File: src/rtl/jk_cmd_pkg.sv
// jk_cmd_pkg: shared types and helpers for the JK command driver.
//   jk_cmd_t   - command latched from the button priority encoder
//   jk_state_t - command FSM state
//   cmd_to_jk  - maps a command onto the {j,k} pair driven downstream
package jk_cmd_pkg;

    typedef enum logic [1:0] {
        CMD_HOLD = 2'd0,
        CMD_SET  = 2'd1,
        CMD_CLR  = 2'd2,
        CMD_TOG  = 2'd3
    } jk_cmd_t;

    typedef enum logic [1:0] {
        ST_IDLE    = 2'd0,
        ST_DRIVE   = 2'd1,
        ST_HOLDOFF = 2'd2
    } jk_state_t;

    // Returns {j,k}; hold (00) is the safe fallback for anything unexpected.
    function automatic logic [1:0] cmd_to_jk(input jk_cmd_t cmd);
        logic [1:0] jk;
        case (cmd)
            CMD_SET: jk = 2'b10;
            CMD_CLR: jk = 2'b01;
            CMD_TOG: jk = 2'b11;
            default: jk = 2'b00;
        endcase
        return jk;
    endfunction

endpackage

File: src/rtl/jk_cmd_driver_btn_debounce.sv
// btn_debounce: synchroniser, debounce counter, debounced level and
// registered rising-edge pulse for one raw push button.
// Ports:
//   clk, rst - clock, asynchronous active-high reset
//   btn      - raw asynchronous button input
//   deb      - debounced level
//   rise     - one-cycle pulse, registered one edge after deb rises
module btn_debounce #(
    parameter int DEB_CYCLES  = 4,
    parameter int SYNC_STAGES = 2
) (
    input  logic clk,
    input  logic rst,
    input  logic btn,
    output logic deb,
    output logic rise
);

    localparam int CW = $clog2(DEB_CYCLES + 1);

    logic [SYNC_STAGES-1:0] sync_r;
    logic [CW-1:0]          cnt_r;
    logic                   deb_r;
    logic                   deb_d_r;
    logic                   rise_r;
    logic                   sync_s;

    assign sync_s = sync_r[SYNC_STAGES-1];

    // Synchroniser chain; the last stage is the only one the logic looks at.
    always_ff @(posedge clk or posedge rst) begin
        if (rst) begin
            sync_r <= '0;
        end else begin
            sync_r <= {sync_r[SYNC_STAGES-2:0], btn};
        end
    end

    // Debounce: level flips only after DEB_CYCLES consecutive disagreeing samples.
    always_ff @(posedge clk or posedge rst) begin
        if (rst) begin
            cnt_r <= '0;
            deb_r <= 1'b0;
        end else if (sync_s == deb_r) begin
            cnt_r <= '0;
        end else if (cnt_r == CW'(DEB_CYCLES - 1)) begin
            cnt_r <= '0;
            deb_r <= ~deb_r;
        end else begin
            cnt_r <= cnt_r + CW'(1);
        end
    end

    // Rising-edge detector on the debounced level, output registered.
    always_ff @(posedge clk or posedge rst) begin
        if (rst) begin
            deb_d_r <= 1'b0;
            rise_r  <= 1'b0;
        end else begin
            deb_d_r <= deb_r;
            rise_r  <= deb_r & ~deb_d_r;
        end
    end

    assign deb  = deb_r;
    assign rise = rise_r;

endmodule

File: src/rtl/jk_cmd_driver.sv
// jk_cmd_driver: turns three raw buttons (set, clear, toggle) into exactly
// one single-cycle JK command per press, then holds off until every button
// is released.
// Ports:
//   clk, rst                   - clock, asynchronous active-high reset
//   set_btn, clr_btn, tog_btn  - raw asynchronous buttons
//   j, k                       - registered JK inputs for the downstream flop
//   busy                       - high whenever the FSM is not idle
//   cmd_count[7:0]             - saturating count of issued commands
//                                (only when JK_CMD_COUNT_EN is defined)
module jk_cmd_driver
    import jk_cmd_pkg::*;
#(
    parameter int DEB_CYCLES  = 4,
    parameter int SYNC_STAGES = 2
) (
    input  logic       clk,
    input  logic       rst,
    input  logic       set_btn,
    input  logic       clr_btn,
    input  logic       tog_btn,
    output logic       j,
    output logic       k,
    output logic       busy
`ifdef JK_CMD_COUNT_EN
    ,
    output logic [7:0] cmd_count
`endif
);

    logic      deb_set_s, deb_clr_s, deb_tog_s;
    logic      rise_set_s, rise_clr_s, rise_tog_s;
    jk_cmd_t   cmd_s;
    jk_state_t state_r, state_nxt_s;
    logic [1:0] jk_nxt_s;
    logic      j_r, k_r, busy_r;
    logic      enter_drive_s;

    btn_debounce #(.DEB_CYCLES(DEB_CYCLES), .SYNC_STAGES(SYNC_STAGES)) u_set (
        .clk(clk), .rst(rst), .btn(set_btn), .deb(deb_set_s), .rise(rise_set_s));
    btn_debounce #(.DEB_CYCLES(DEB_CYCLES), .SYNC_STAGES(SYNC_STAGES)) u_clr (
        .clk(clk), .rst(rst), .btn(clr_btn), .deb(deb_clr_s), .rise(rise_clr_s));
    btn_debounce #(.DEB_CYCLES(DEB_CYCLES), .SYNC_STAGES(SYNC_STAGES)) u_tog (
        .clk(clk), .rst(rst), .btn(tog_btn), .deb(deb_tog_s), .rise(rise_tog_s));

    // Priority encoder: clear beats set beats toggle on simultaneous rises.
    always_comb begin
        cmd_s = CMD_HOLD;
        if (rise_clr_s) begin
            cmd_s = CMD_CLR;
        end else if (rise_set_s) begin
            cmd_s = CMD_SET;
        end else if (rise_tog_s) begin
            cmd_s = CMD_TOG;
        end else begin
            cmd_s = CMD_HOLD;
        end
    end

    assign enter_drive_s = (state_r == ST_IDLE) && (cmd_s != CMD_HOLD);

    // Next-state logic; rises seen outside IDLE are simply dropped.
    always_comb begin
        state_nxt_s = state_r;
        case (state_r)
            ST_IDLE: begin
                if (enter_drive_s) begin
                    state_nxt_s = ST_DRIVE;
                end else begin
                    state_nxt_s = ST_IDLE;
                end
            end
            ST_DRIVE: state_nxt_s = ST_HOLDOFF;
            ST_HOLDOFF: begin
                if (!deb_set_s && !deb_clr_s && !deb_tog_s) begin
                    state_nxt_s = ST_IDLE;
                end else begin
                    state_nxt_s = ST_HOLDOFF;
                end
            end
            default: state_nxt_s = ST_IDLE;
        endcase
    end

    // The command is captured straight into the j/k registers on DRIVE entry,
    // so j/k are non-zero only during the single DRIVE cycle.
    always_comb begin
        if (enter_drive_s) begin
            jk_nxt_s = cmd_to_jk(cmd_s);
        end else begin
            jk_nxt_s = 2'b00;
        end
    end

    // State and registered outputs; busy tracks the registered state exactly.
    always_ff @(posedge clk or posedge rst) begin
        if (rst) begin
            state_r <= ST_IDLE;
            j_r     <= 1'b0;
            k_r     <= 1'b0;
            busy_r  <= 1'b0;
        end else begin
            state_r <= state_nxt_s;
            j_r     <= jk_nxt_s[1];
            k_r     <= jk_nxt_s[0];
            busy_r  <= (state_nxt_s != ST_IDLE);
        end
    end

    assign j    = j_r;
    assign k    = k_r;
    assign busy = busy_r;

`ifdef JK_CMD_COUNT_EN
    logic [7:0] cmd_count_r;

    // Saturating command counter, bumped on every DRIVE entry.
    always_ff @(posedge clk or posedge rst) begin
        if (rst) begin
            cmd_count_r <= 8'd0;
        end else if (enter_drive_s && (cmd_count_r != 8'hFF)) begin
            cmd_count_r <= cmd_count_r + 8'd1;
        end else begin
            cmd_count_r <= cmd_count_r;
        end
    end

    assign cmd_count = cmd_count_r;
`endif

endmodule
File: config.mk
export PLATFORM = sky130hd
export DESIGN_NAME = jk_cmd_driver
export DESIGN_NICKNAME = d
export VERILOG_FILES = /design/src/rtl/jk_cmd_pkg.sv /design/src/rtl/jk_cmd_driver_btn_debounce.sv /design/src/rtl/jk_cmd_driver.sv
export SDC_FILE = /design/constraint.sdc
export NUM_CORES = 1
export LEC_CHECK = 0
export CAP_MARGIN = 40
export CORE_UTILIZATION = 40
export CTS_BUF_LIST = sky130_fd_sc_hd__clkbuf_4 sky130_fd_sc_hd__clkbuf_8
export CTS_CLUSTER_SIZE = 40
export DETAILED_ROUTE_END_ITERATION = 6
export SYNTH_ARGS = -nofsm -noshare
export SYNTH_HDL_FRONTEND = slang
export SYNTH_SLANG_ARGS = --single-unit
File: constraint.sdc
create_clock -name clk -period 2.7 [get_ports clk]
set_input_delay 0.54 -clock clk [delete_from_list [all_inputs] [get_ports clk]]
set_output_delay 0.54 -clock clk [all_outputs]
set_load 0.05 [all_outputs]
# [Yosys cells after proc, flatten, opt, wreduce, memory -nomap -nowiden]
# Cells that the tools add are included.
# Widths: inputs -> output; s select.
[word_totals] register_bits=29 inputBits=5 out_inout_bits=3 wordCells=71
[classes] addsub=3 n_eq_ne=11 n_mux=14 bitwise=12 n_reduce_logical=12
[op_table] op="$mux 3" n=6
[op_table] op="$pmux 2 s3" n=2
[op_table] op="$mux 2" n=5
[op_table] op="$add 3x1->3 const B" n=3
[op_table] op="$eq 3x2->1 const B" n=3
[op_table] op="$not 1->1" n=9
[op_table] op="$eq 2x2->1 const B" n=3
[op_table] op="$reduce_and 2->1" n=3
[op_table] op="$eq 2x1->1 const B" n=2
[op_table] op="$reduce_bool 2->1" n=2
[op_table] op="$and 1x1->1" n=3
[op_table] op="$eq 1x1->1" n=3
[op_table] op="$logic_and 1x1->1" n=3
[op_table] op="$logic_not 1->1" n=3
[op_table] op="$logic_not 2->1" n=1
[op_table] op="$mux 1" n=1

# [Logic depth before layout (Yosys ltp)]
[depth] word_depth=8 depth_mapped=3 mapped_depth_nobuf=3

# [By module]
# Synthesis repeated with hierarchy kept, for this count alone.
[hier_totals] hier_cells=69 hier_area_um2=1052.3
[modules_own_cells] module="btn_debounce" instances=3 cells_per_inst=17 area_per_inst_um2=281.5 seq_area_each_um2=200.2
[modules_own_cells] module="jk_cmd_driver" instances=1 cells_per_inst=18 area_per_inst_um2=207.7 seq_area_each_um2=125.1

# [Worst setup path after synthesis]
# Ideal clock, no wire load.
[synth_timing] path_kind="flip-flop to output port" start="register busy_r, in the netlist busy" end="output busy" arrival_time_ps=586 t_required_ps=2160 slack_ps=1574 path_stages_with_launch=1 n_path_buf=0 cell_sequence="dfrtp_1"
[synth_rtl] element="start: declaration" line_no="jk_cmd_driver.sv:36" text="logic j_r, k_r, busy_r;"
[synth_rtl] element="start signal: assignment" line_no="jk_cmd_driver.sv:106" text="busy_r <= (state_nxt_s != ST_IDLE);"
[synth_rtl] element="end: declaration" line_no="jk_cmd_driver.sv:24" text="output logic busy"
# No word-level cell between the ends.

# [Worst setup path after layout]
[layout_timing] start="register busy_r, in the netlist busy" end="output busy"
# No word-level cell between the ends.

==> reports/summary.txt <==
Max IR drop VDD: 0.0005929 V
worst path required time: 2160 ps
Worst Slack Setup Final: 732.0 ps
Period minus WS final: 1968 ps
First-pass DRT Iterations: 2
die area: 2729 um^2
fin. max-slew vios: 0
share of post-route cells with drive strength above 1: 16.05%
largest net degree at the start of global routing: 30
Mapped Cells: 66
CTS tree: yes
initial core utilization: 43.95%
n_diodes: 0
crit path capture: busy
startpoint types: flip-flop
vias in the first global route: 541
# port buffers: 7
Routed WL: 1.171 mm
DR iter-0 viols: 4
CP top delay family: buffers and inverters
Unique masters post-synth: 16
Max Clk Rate: 0.5081 GHz
post-DP HPWL: 789.5 um
die width: 52.24 um
CTS sink count: 29
top cell type's share of synthesized area: 71.87%
Top Ports: 8
die height: 52.24 um
post-route ant nets: 0
Worst slew margin: 67.48%
via density per instance: 4.716
filler instances: 204
hold buffers post-CTS: 0
pre-CTS setup slack: 1062 ps
r2r setup slk: 1540 ps
Clock Path Buffers: 2
root buffer cell: clkbuf_4
worst-margin pin slew: 486.3 ps
CP max FO: 1
outcome: complete, no violations
DRC viols: 0
crit path max-delay cell type: clkdlybuf4s50_1
#FFs+latches synth: 29
final period utilization: 72.89%
RSZ-0062 raised after global routing: no
Row Count: 17
setup tns final: 0 ps
Final Setup Violations: 0
Pwr Density: 1063 nW/um^2
reg2reg end: u_set.deb$_DFFE_PP0P_
Seq/Total Area, Yosys: 71.87%
GRT Total Usage: 12.68%
largest area contributor in the synthesized netlist: dfrtp_1
Avg Cell Area, Syn: 15.30 um^2
Core ar.: 2297 um^2
Area Overhead vs Synth: 16.98%
TritonCTS buffer count: 5
Cell Area, Synth: 1010 um^2
Worst R2R Path Depth: 3
Leakage: 0.0005341 uW
Remaining Overflow, GRT: 0
worst hold path type: reg -> reg
clock latency on the worst-skew pair: 310 ps
Hold Vio Cnt, Final: 0
first-pass GRT wire length: 2.283 mm
top post-synthesis cells by area: dfrtp_1, ha_1, nor2b_1, nor3b_1, mux2_2
Reg clk slew, reported paths: 80 ps
WP depth: 1
post-CTS sizing: 0
Synth Net Count: 74
drt wl/cell: 10.74 um
Reg-to-Reg Start: u_set.cnt_r[0]$_DFF_PP0_
Setup Crit Path Kind: reg -> out
CP peak stage delay: 790 ps
Total Nets Final: 89
worst endpoint data arrival time: 1430 ps
Setup crit start: busy$_DFF_PP0_
total number of vias: 514
Bufs and invs on worst path: 1
Post CTS Setup Buffer Count: 0
initial antenna violation count: 0
clock skew: 5.207 ps
# H-tree levels: 2
hold path start: u_tog.sync_r[0]$_DFF_PP0_
MaxCap Viol Count: 0
crit path cell chain: clkdlybuf4s50_1
CP Capture Type: output pin
GP Congestion: 0.6728
yosys warns: 0
[how the worst min path moves through the flow]
stage | end | depth (start not counted) | slack, ps
finish | u_tog.sync_r[1]$_DFF_PP0_ | 0 | 350
global route | u_clr.sync_r[1]$_DFF_PP0_ | 0 | 370
global placement | u_clr.sync_r[1]$_DFF_PP0_ | 0 | 330
floorplan | u_clr.sync_r[1]$_DFF_PP0_ | 0 | 330
CTS | u_tog.sync_r[1]$_DFF_PP0_ | 0 | 360
detailed placement | u_set.sync_r[1]$_DFF_PP0_ | 0 | 340
[synthesized netlist by cell type]
cell type / count
o22ai_1: 1
nor3_1: 4
o31a_1: 1
o21ai_0: 1
nor4_1: 2
inv_1: 1
nand2b_1: 2
mux2_2: 3
dfrtp_1: 29
xnor2_1: 3
nor2_1: 2
ha_1: 3
nor2b_1: 6
o21a_1: 1
nor3b_1: 5
nor2b_4: 2
[routing by layer]
layer | wire (um) | up-vias | track usage, %
met1 | 540 | 245 | 13.13
met5 | 0 | - | 0
met3 | 80 | 3 | 8.696
met4 | 24 | 0 | 6.579
met2 | 526 | 13 | 19.23
li1 | - | 253 | -
[flip-flops by register name, indices dropped and copies added (netlist names)]
register and flops:
u_clr.cnt_r 3, busy 1, u_clr.deb_d_r 1, u_set.deb 1, u_tog.cnt_r 3, u_set.rise 1, u_set.deb_d_r 1, j 1
u_clr.rise 1, u_tog.rise 1, u_tog.deb_d_r 1, u_clr.deb 1, u_clr.sync_r 2, state_r 2, u_set.cnt_r 3, u_tog.sync_r 2
u_tog.deb 1, k 1, u_set.sync_r 2
[cell families (layout without fill, tap and decap cells)]
family / count (synthesis) / after routing / share of synthesized area [%]
AO/OA/AOI/OAI: 4 / 4 / 2.727
XOR/XNOR: 3 / 3 / 2.603
adder cells (fa/ha/maj): 3 / 3 / 3.718
buffers and inverters: 1 / 16 / 0.3714
multiplexers: 3 / 3 / 3.345
AND/OR/NAND/NOR: 23 / 23 / 15.37
flip-flops: 29 / 29 / 71.87
[worst register-to-register path, delay by kind of cell, from the launching register on]
family	cells	cell delay [ps]
adder cells (fa/ha/maj)	1	160
flip-flops	1	360
multiplexers	1	350
AND/OR/NAND/NOR	1	180
[area by class of cell]
class                           instances  area [um^2]  area share, %
Sequential cell                        29        725.7          61.44
Multi-Input combinational cell         36        280.3          23.73
Timing Repair Buffer                    8        77.57          6.568
Clock buffer                            7        58.81          4.979
Tap cell                               28        35.03          2.966
Inverter                                1        3.754         0.3178
[layout by cell type (no fill, tap or decap), drive strengths merged]
cell and n:
buf 1, clkbuf 7, clkdlybuf4s50 7, dfrtp 29, ha 3, inv 1, mux2 3, nand2b 2
nor2 2, nor2b 8, nor3 4, nor3b 5, nor4 2, o21a 1, o21ai 1, o22ai 1
o31a 1, xnor2 3
[per-stage QoR]
step / utilization (%) / cells / area [um^2] / power [uW] / hold slack, ps
final: 51.42 / 109 / 1181 / 1255 / 354.8
after global routing: 51.42 / 109 / 1181 / 1349 / 372.6
after CTS: 51.42 / 109 / 1181 / 1277 / 358.7
after detailed placement: 48.86 / 102 / 1122 / 1011 / 337.3
after global placement: 48.86 / 102 / 1122 / 991.5 / 333.6
after floorplan: - / 66 / 1010 / 917.0 / 331.2
[power breakdown]
group / switching, uW / total [uW] / internal [uW]
clock: 129 / 262 / 133
sequential: 92.0 / 664 / 572
combinational: 160 / 329 / 168
No activity file was read; power rests on OpenSTA's default activity.
==> RTL change, RTL diff (same flow settings) <==
The 3 states of `jk_state_t` get a one-hot encoding in 3 bits.
--- a/src/rtl/jk_cmd_pkg.sv
+++ b/src/rtl/jk_cmd_pkg.sv
@@ -12,8 +12,8 @@
     } jk_cmd_t;
 
-    typedef enum logic [1:0] {
-        ST_IDLE    = 2'd0,
-        ST_DRIVE   = 2'd1,
-        ST_HOLDOFF = 2'd2
+    typedef enum logic [2:0] {
+        ST_IDLE    = 3'b001,
+        ST_DRIVE   = 3'b010,
+        ST_HOLDOFF = 3'b100
     } jk_state_t;
 
Check against the original RTL: same outputs for any inputs over 10 cycles, from zero or initial values and one cycle with rst high; not proved beyond that.
==> RTL change against the unedited design <==
Total power is 1.3% higher. Sequential cell count is 1 higher. Setup slack worse by 0.0013 ns. Die area is 1.8% higher. Global-route usage is 0.13 points lower. Design area is 1.5% higher. Wire length is 5.0% higher. Register-to-register slack worse by 0.08 ns. Area after synthesis is 1.9% higher.
==> RTL change: results (changes against the unedited design) <==
.. list-table::
   :header-rows: 1

   * - Metric
     - Value
   * - Largest net degree at the start of global routing
     - 15 (-50%)
   * - Post-route insts no fill
     - 114 (+4.6%)
   * - Post-route worst setup slack
     - 0.7307 ns (-0.001272 ns)
   * - Fin nets
     - 92 (+3.4%)
   * - Fillers
     - 243 (+19%)
   * - Hold Worst Slack
     - 0.3526 ns (-0.002151 ns)
   * - Non-clock buffer contribution to total cell area
     - 7.098% (+0.53 points)
   * - First-pass GRT wire length
     - 2270 um (-0.57%)
   * - Multi-input gate share of the layout cell area
     - 22.44% (-1.3 points)
   * - All-Layer GR Usage
     - 12.55% (-0.13 points)
   * - Hold_sp
     - u_clr.sync_r[0]$_DFF_PP0_
   * - Number of buffers other than clock buffers in the final layout
     - 9 (+1)
   * - Terminating pin of the worst hold path
     - u_clr.sync_r[1]$_DFF_PP0_
   * - Seq/Total Area, Yosys
     - 73.11% (+1.2 points)
   * - Leading post-synthesis cells by instance count
     - 29 x dfrtp_1, 7 x nor2b_1, 6 x nor3_1
   * - Critical path startpoint
     - j$_DFF_PP0_
   * - Final cell area excluding filler cells
     - 1199 um^2 (+1.5%)
   * - Pre-CTS setup slack
     - 1.065 ns (+0.003690 ns)
   * - Beginning of the worst register-to-register path
     - u_tog.deb$_DFFE_PP0P_
   * - Final clock-cell share
     - 3.967% (-1.0 points)
   * - Detailed placement HPWL
     - 908.2 um (+15%)
   * - Cell count after synthesis
     - 68 (+3.0%)
   * - Fraction of layout cells with a size suffix above 1
     - 17.86% (+1.8 points)
   * - Placed Instance Area
     - 1151 um^2 (+2.6%)
   * - Vias in the first global route
     - 531 (-1.8%)
   * - Outcome
     - complete, no violations
   * - Sequential cell area in the final layout
     - 752.0 um^2 (+3.6%)
   * - Slew HR
     - 67.51% (about the same)
-- RTL change: kinds of logic after synthesis --
group,count (synthesis),share of synthesized area [%]
AO/OA/AOI/OAI,1,0.4862
XOR/XNOR,4,3.406
adder cells (fa/ha/maj),3,3.650
multiplexers,3,3.284
flip-flops,30,73.12
AND/OR/NAND/NOR,25,15.33
buffers and inverters,2,0.7302
-- RTL change: per-layer routing --
metal,part of all wire [%],track usage (%),vias to the layer above
li1,-,-,259
met1,42,14.74,271
met2,48,16.88,14
met3,5.2,5.217,7
met4,4.5,11.84,0
met5,0,0,-
-- RTL change: power by group --
| group | internal [W] | switching, W |
|---|---|---|
| Combinational | 0.000177 | 0.000183 |
| Sequential | 0.000596 | 0.0000857 |
| Clock | 0.0000932 | 0.000136 |
